===== config.mk =====
export PLATFORM = sky130hd
export DESIGN_NAME = eea_datapath
export DESIGN_NICKNAME = d
export VERILOG_FILES = /design/src/rtl/eea_datapath.sv
export SDC_FILE = /design/constraint.sdc
export NUM_CORES = 1
export LEC_CHECK = 0
export CAP_MARGIN = 20
export CORE_UTILIZATION = 35
export CTS_CLUSTER_SIZE = 40
export DETAILED_ROUTE_END_ITERATION = 7
export HOLD_SLACK_MARGIN = 0.15
export PLACE_DENSITY = 0.62
export REMOVE_ABC_BUFFERS = 1
export SYNTH_ARGS = -nofsm -noshare
export SYNTH_HDL_FRONTEND = slang
export SYNTH_SLANG_ARGS = --single-unit

===== constraint.sdc =====
create_clock -name clk -period 2.31 [get_ports clk]
set_input_delay 0.462 -clock clk [delete_from_list [all_inputs] [get_ports clk]]
set_output_delay 0.462 -clock clk [all_outputs]
set_load 0.005 [all_outputs]

===== src/rtl/eea_datapath.sv =====
// Datapath and sequencer for GF(2^m) inversion by the binary extended Euclidean algorithm.
// Optional macro EEA_ZERO_CHECK_EN: a zero operand skips the iterations and raises err.
module eea_datapath #(
    parameter int m    = 7,
    parameter int BITS = $clog2(2*m+1)
) (
    input  logic         clk,
    input  logic         rst_n,
    input  logic         start,
    input  logic [m-1:0] a_in,
    input  logic [m:0]   f_in,
    input  logic         switch_i,
    input  logic         reduce_i,
    input  logic         multr_i,
    input  logic         multu_i,
    output logic         rm,
    output logic         sm,
    output logic         busy,
    output logic         done,
    output logic [m-1:0] result,
    output logic         err
);

    typedef enum logic [1:0] {IDLE, EVAL, APPLY, DONE} state_t;

    state_t         state_q, state_d;
    logic [m:0]     r_q, s_q;
    logic [m-1:0]   u_q, v_q, f_q;
    logic [BITS-1:0] cnt_q;

    logic [m:0]     r_red, s_red, r_nx, s_nx;
    logic [m-1:0]   v_red, u_sw, v_nx, u_nx, u_xf;
    logic           last, go_done;

    assign rm   = r_q[m];
    assign sm   = s_q[m];
    assign busy = (state_q == EVAL) || (state_q == APPLY);
    assign last = (cnt_q == BITS'(2*m-1));

`ifdef EEA_ZERO_CHECK_EN
    assign go_done = (a_in == '0);
`else
    assign go_done = 1'b0;
    assign err     = 1'b0;
`endif

    // One iteration step: reduce, shift, optional swap, then U scaled by x or 1/x.
    always_comb begin
        r_red = r_q;
        s_red = s_q;
        v_red = v_q;
        if (reduce_i) begin
            s_red = s_q ^ r_q;
            v_red = v_q ^ u_q;
        end
        if (multr_i) r_red = {r_red[m-1:0], 1'b0};
        else         s_red = {s_red[m-1:0], 1'b0};

        r_nx = r_red;
        s_nx = s_red;
        u_sw = u_q;
        v_nx = v_red;
        if (switch_i) begin
            r_nx = s_red;
            s_nx = r_red;
            u_sw = v_red;
            v_nx = u_q;
        end

        // F[0]=1 guarantees u_xf[0]=0 when U is odd, so the shift is exact.
        u_xf = u_sw ^ f_q;
        if (multu_i)
            u_nx = {u_sw[m-2:0], 1'b0} ^ (u_sw[m-1] ? f_q : '0);
        else if (u_sw[0])
            u_nx = {1'b1, u_xf[m-1:1]};
        else
            u_nx = {1'b0, u_sw[m-1:1]};
    end

    always_comb begin
        state_d = state_q;
        unique case (state_q)
            IDLE:    if (start) state_d = go_done ? DONE : EVAL;
            EVAL:    state_d = APPLY;
            APPLY:   state_d = last ? DONE : EVAL;
            DONE:    state_d = IDLE;
            default: state_d = IDLE;
        endcase
    end

    always_ff @(posedge clk or negedge rst_n) begin
        if (!rst_n) state_q <= IDLE;
        else        state_q <= state_d;
    end

    always_ff @(posedge clk or negedge rst_n) begin
        if (!rst_n) begin
            r_q    <= '0;
            s_q    <= '0;
            u_q    <= '0;
            v_q    <= '0;
            f_q    <= '0;
            cnt_q  <= '0;
            result <= '0;
            done   <= 1'b0;
        end else begin
            done <= 1'b0;
            unique case (state_q)
                IDLE: if (start) begin
                    r_q   <= {1'b0, a_in};
                    s_q   <= f_in;
                    f_q   <= f_in[m-1:0];
                    u_q   <= go_done ? '0 : {{(m-1){1'b0}}, 1'b1};
                    v_q   <= '0;
                    cnt_q <= '0;
                end
                APPLY: begin
                    r_q   <= r_nx;
                    s_q   <= s_nx;
                    u_q   <= u_nx;
                    v_q   <= v_nx;
                    cnt_q <= cnt_q + BITS'(1);
                end
                DONE: begin
                    done   <= 1'b1;
                    result <= u_q;
                end
                default: ;
            endcase
        end
    end

`ifdef EEA_ZERO_CHECK_EN
    logic zero_q;

    always_ff @(posedge clk or negedge rst_n) begin
        if (!rst_n) begin
            zero_q <= 1'b0;
            err    <= 1'b0;
        end else begin
            if (state_q == IDLE && start) zero_q <= go_done;
            err <= (state_q == DONE) && zero_q;
        end
    end
`endif

endmodule


# Word-level counts from Yosys, hierarchy flattened
# Cells that the tools add are included.
[word_totals] ff_bits=51 in_bits=22 output_inout_bits=12
[classes] n_addsub=1 eq_ne=5 mux=25 bitwise_logic=4 n_reduce_logical=5
[ops] operator="$mux W7" n=8
[ops] operator="$mux W8" n=7
[ops] operator="$pmux W8 S2" n=2
[ops] operator="$pmux W7 S2" n=2
[ops] operator="$xor A7 B7 Y7" n=3
[ops] operator="$pmux W2 S4" n=1
[ops] operator="$pmux W4 S2" n=1
[ops] operator="$xor A8 B8 Y8" n=1
[ops] operator="$add A4 B1 Y4 const B" n=1
[ops] operator="$eq A2 B2 Y1 const B" n=2
[ops] operator="$eq A4 B4 Y1 const B" n=1
[ops] operator="$mux W2" n=2
[ops] operator="$mux W4" n=1
[ops] operator="$reduce_and A2 Y1" n=2
[ops] operator="$eq A2 B1 Y1 const B" n=1
[ops] operator="$logic_not A2 Y1" n=1
[ops] operator="$ne A2 B2 Y1 const B" n=1
[ops] operator="$reduce_bool A2 Y1" n=1
[ops] operator="$logic_or A1 B1 Y1" n=1
[ops] operator="$mux W1" n=1

# Logic depth before layout (Yosys ltp)
[depth] word_depth=7 depth_mapped=10 depth_no_buf=7

# Worst setup path after synthesis
# Ideal clock, no wire load.
[synth_path] kind="input to register" startpoint="input switch_i" endpoint="register u_q[5]" setup_ps=126 arrival_ps=1606 required_time_ps=2184 path_slack_ps=578 path_stages=7 n_path_buf=1 path_cell_list="buf_6 -> nor3b_1 -> nor3_4 -> ha_1 -> mux2i_1 -> o21ai_1 -> o21bai_1"
[synth_between] elab_chain_len=5
[synth_lines] item="start: declaration" line_no="12" source="input logic switch_i,"
[synth_lines] item="$mux W7 (*)" line_no="63" source="if (switch_i) begin"
[synth_lines] item="$xor A7 B7 Y7 / $mux W7 (equally long branches)" line_no="71, 73"
[synth_lines] item="$mux W7 / $xor A7 B7 Y7 (equally long branches)" line_no="74, 73"
[synth_lines] item="$mux W7 (*)" line_no="72" source="if (multu_i)"
[synth_lines] item="$pmux W7 S2 (*)" line_no="108" source="unique case (state_q)"
[synth_lines] item="end signal: assignment" line_no="113" source="u_q <= go_done ? '0 : {{(m-1){1'b0}}, 1'b1};"
[synth_lines] item="end signal: assignment" line_no="120" source="u_q <= u_nx;"
[synth_lines] item="end: declaration" line_no="28" source="logic [m-1:0] u_q, v_q, f_q;"
# Mark *: on every way between the ends. The rest lies on a longest branch, timed or not.
# A chain may end at the register's enable or synchronous reset.

# Final worst setup path
[layout_path] startpoint="register state_q[1]" endpoint="output busy"
[layout_between] elab_chain_len=2
[layout_lines] item="start: declaration" line_no="26" source="state_t state_q, state_d;"
[layout_lines] item="start signal: assignment" line_no="93" source="else state_q <= state_d;"
[layout_lines] item="$eq A2 B1 Y1 / $eq A2 B2 Y1 (equally long branches)" line_no="37" source="assign busy = (state_q == EVAL) || (state_q == APPLY);"
[layout_lines] item="$logic_or A1 B1 Y1 (*)" line_no="37"
[layout_lines] item="end: declaration" line_no="18" source="output logic busy,"
# Marked as above.

==> reports/metrics.csv <==
stage;metric;value;unit
outcome;status;finished with violations;
outcome;violations;design-rule violations;
logic_synthesis;synth_cells;346;
floorplan;die_area;0.00969;mm²
drt;top_layer;met4;
setup_path;worstPathRequired;1850;ps
place;place.port_buffers;32;
setup_path;start_kind;flop;
drt;dr_wl_met2;4100;µm
floorplan;initial_core_util;0.368;
setup_path;reg2reg_to;u_q[0];
cts;clk_latency;310;ps
timing;finalHoldViolations;0;
grt;grt_antenna_before_repair;0;
drt;drtPass1Iterations;8;
min_path;min_path_cells;1;
drt;dr_total_vias;2704;
place;dp_hpwl;5890;µm
grt;grtUsageTotal;0.177;
place;place_congestion;0.833;
logic_synthesis;synthSimpleGateAreaFrac;0.155;
timing;fin_crit;2030;ps
setup_path;crit_path_top_delay_cell;clkdlybuf4s50_1;
timing;slew_violations;0;
logic_synthesis;yosysMostFrequentCell;dfrtp_1;
timing;worst_pin_slew;563;ps
floorplan;rows;34;
final_layout;n_antenna_cell;0;
setup_path;crit_type;flop to output pin;
logic_synthesis;ys_top_cells_by_count;51 x dfrtp_1, 46 x o21ai_0, 44 x nand2_1;
timing;rsz0062_at_grt;false;
pwr;vdd_ir_drop_max;0.373;mV
floorplan;io_pins;34;
cts;cts_sinks;51;
logic_synthesis;synth_top_family_by_area;compound AO/OA/AOI/OAI gates;
logic_synthesis;ys_types;48;
floorplan;core-area;0.00885;mm²
drt;dr.first_iter.drc_count;116;
logic_synthesis;synth_seq_cells;51;
logic_synthesis;async_flop_share;1.00;
min_path;hold_path_class;flop to flop;
final_layout;area_growth_syn_to_layout;18.9;%
logic_synthesis;synth_area_leader_cell;dfrtp_1;
timing;clock_skew;11.7;ps
floorplan;die_x;98.4;µm
cts;cts_max_path_buffers;2;
cts;tritoncts;done;
drt;ant_nets;0;
timing;relSlewSlack;0.625;
pwr;p_total;4.81;mW
setup_path;arrival;1570;ps
timing;post-route-period-util;0.878;
pwr;p_per_area;1240;mW/mm²
setup_path;crit_path_start;state_q[1];
timing;fin_tns_setup;0;ps
cts;cts-htree-levels;2;
pwr;p_leak;1.63;nW
timing;finalSetupViolCount;0;
drt;routed_wl;8160;µm
cts;cts_root_buf;clkbuf_8;
setup_path;regToRegSetupSlack;450;ps
setup_path;crit_path_max_incr_delay;490;ps
setup_path;reg2reg_from;state_q[0];
drt;wl_per_cell;16.5;µm
setup_path;worstPathCellList;inv_1, ha_1, clkdlybuf4s50_1;
final_layout;drive_above_1_share;0.163;
drt;wl_met3;272;µm
timing;max_freq;493;MHz
logic_synthesis;synth_area_leaders;dfrtp_1 39%, o21ai_0 7.1%, mux2_2 6.9%, nand2_1 5.1%, mux2i_1 4.3%;
place;preCtsSetupSlack;-7.83;ps
logic_synthesis;ys_warn_count;0;
logic_synthesis;synth_area_per_cell;9.41;µm²
grt;first_global_vias;2613;
cts;post_cts_buffers;0;
timing;fin_ws;282;ps
floorplan;die_y;98.4;µm
logic_synthesis;netlist_area;0.00326;mm²
drt;vias_per_cell;5.46;
setup_path;setup.worst_path.end_class;output pin;
logic_synthesis;synth_compound_area_frac;0.219;
logic_synthesis;seq_area_frac_synth;0.392;
cts;cts_buffers;5;
setup_path;rr_worst_depth;6;
logic_synthesis;synth-xor-area-share;0.0350;
min_path;hp-start;result[1];
flow_run;maxCapViolCount;0;
cts;cts.clk_slew.worst_paths;100;ps
setup_path;worstPathMaxFanout;5;
drt;drt-met1-wl;3750;µm
logic_synthesis;yosys-mux-area-fraction;0.112;
logic_synthesis;synthAdderAreaFrac;0.0269;
drt;drc;1;
timing;worst_hold_slack;512;ps
final_layout;fin_util;0.438;
logic_synthesis;synth_ff_type;dfrtp_1;
logic_synthesis;synth_top_area_share;0.392;
final_layout;layout.nets;415;
cts;cts_resized;0;
logic_synthesis;synth_edf_count;0;
grt;grt_overflow;0;
cts;cts-hold-fix-buffers;1;
min_path;min_to;result[1];
grt;grt_max_degree;31;
grt;grt_pass1_wl;13500;µm
## critical path: cells and delay by family, from the launching register on
| kind | cells | cell delay [ps] |
|---|---|---|
| buffers and inverters | 2 | 570 |
| DFF | 1 | 420 |
| adders and majority gates | 1 | 270 |
## stage by stage
step / cells / instance area [µm²]
finish: 495 / 3870
global route: 495 / 3870
global placement: 486 / 3750
floorplan: 320 / 3090
CTS: 495 / 3870
detailed placement: 486 / 3750
## layout make-up
| class | count | area [µm²] |
|---|---|---|
| Fill cell | 879 | 4980 |
| Inverter | 7 | 26.3 |
| Multi-Input combinational cell | 262 | 1790 |
| Tap cell | 108 | 135 |
| Clock buffer | 5 | 68.8 |
| Timing Repair Buffer | 59 | 533 |
| Sequential cell | 51 | 1280 |
| Clock inverter | 3 | 43.8 |
## cell families (layout without fill, tap and decap cells)
family          after synthesis  count (layout)
simple gates                 92              92
flops                        51              51
xor+xnor                     13              13
mux                          34              34
buf+inv                      33              74
other cells                   1               1
compound gates              115             115
fa+ha+maj                     7               7
## per-layer routing
layer | GRT usage | vias up
met5 | 0 | -
met4 | 0.0310 | 0
met3 | 0.0248 | 2
met2 | 0.317 | 41
met1 | 0.231 | 1334
li1 | - | 1327
## report_power, final
group          internal (mW)  switching, mW
logic                   1.21           1.27
clock network          0.323          0.318
registers               1.29          0.406
## layout by cell type, fill, tap and decap left out, types with 2 or more instances in the layout
master            n
inv_1             7
and3_1            2
dfrtp_1          51
o211ai_1          2
a211oi_1          2
and2_1            3
ha_1              7
a21o_1            3
o21ai_1           5
o32ai_1           2
a31oi_1           2
nor3_4            2
a21oi_1          21
nand2b_1          2
xor2_1           12
nand2_1          44
buf_4            25
clkdlybuf4s50_1  31
and4_4            2
mux2i_1          14
clkbuf_8          5
o22ai_1           7
nor2_1            5
mux2_2           20
nand3_1           8
o22a_1            6
nor2b_1           8
o21ai_0          46
nand4_1           2
a22o_1            7
nor3b_1           7
a221oi_1          2
o221ai_1          4
nand3b_1          2
## worst max-delay path by stage
stage	to	slack (ps)	cells past startpoint
floorplan	u_q[6]	250	6
global placement	u_q[5]	40	8
detailed placement	u_q[5]	-8	8
CTS	busy	260	3
global route	u_q[3]	180	8
finish	busy	280	3
## registers in the layout (all words and copies together), names as in the netlist
signal	flops
state_q	2
cnt_q	4
s_q	8
done	1
f_q	7
r_q	8
result	7
v_q	7
u_q	7
(Power assumes the default switching activity.)
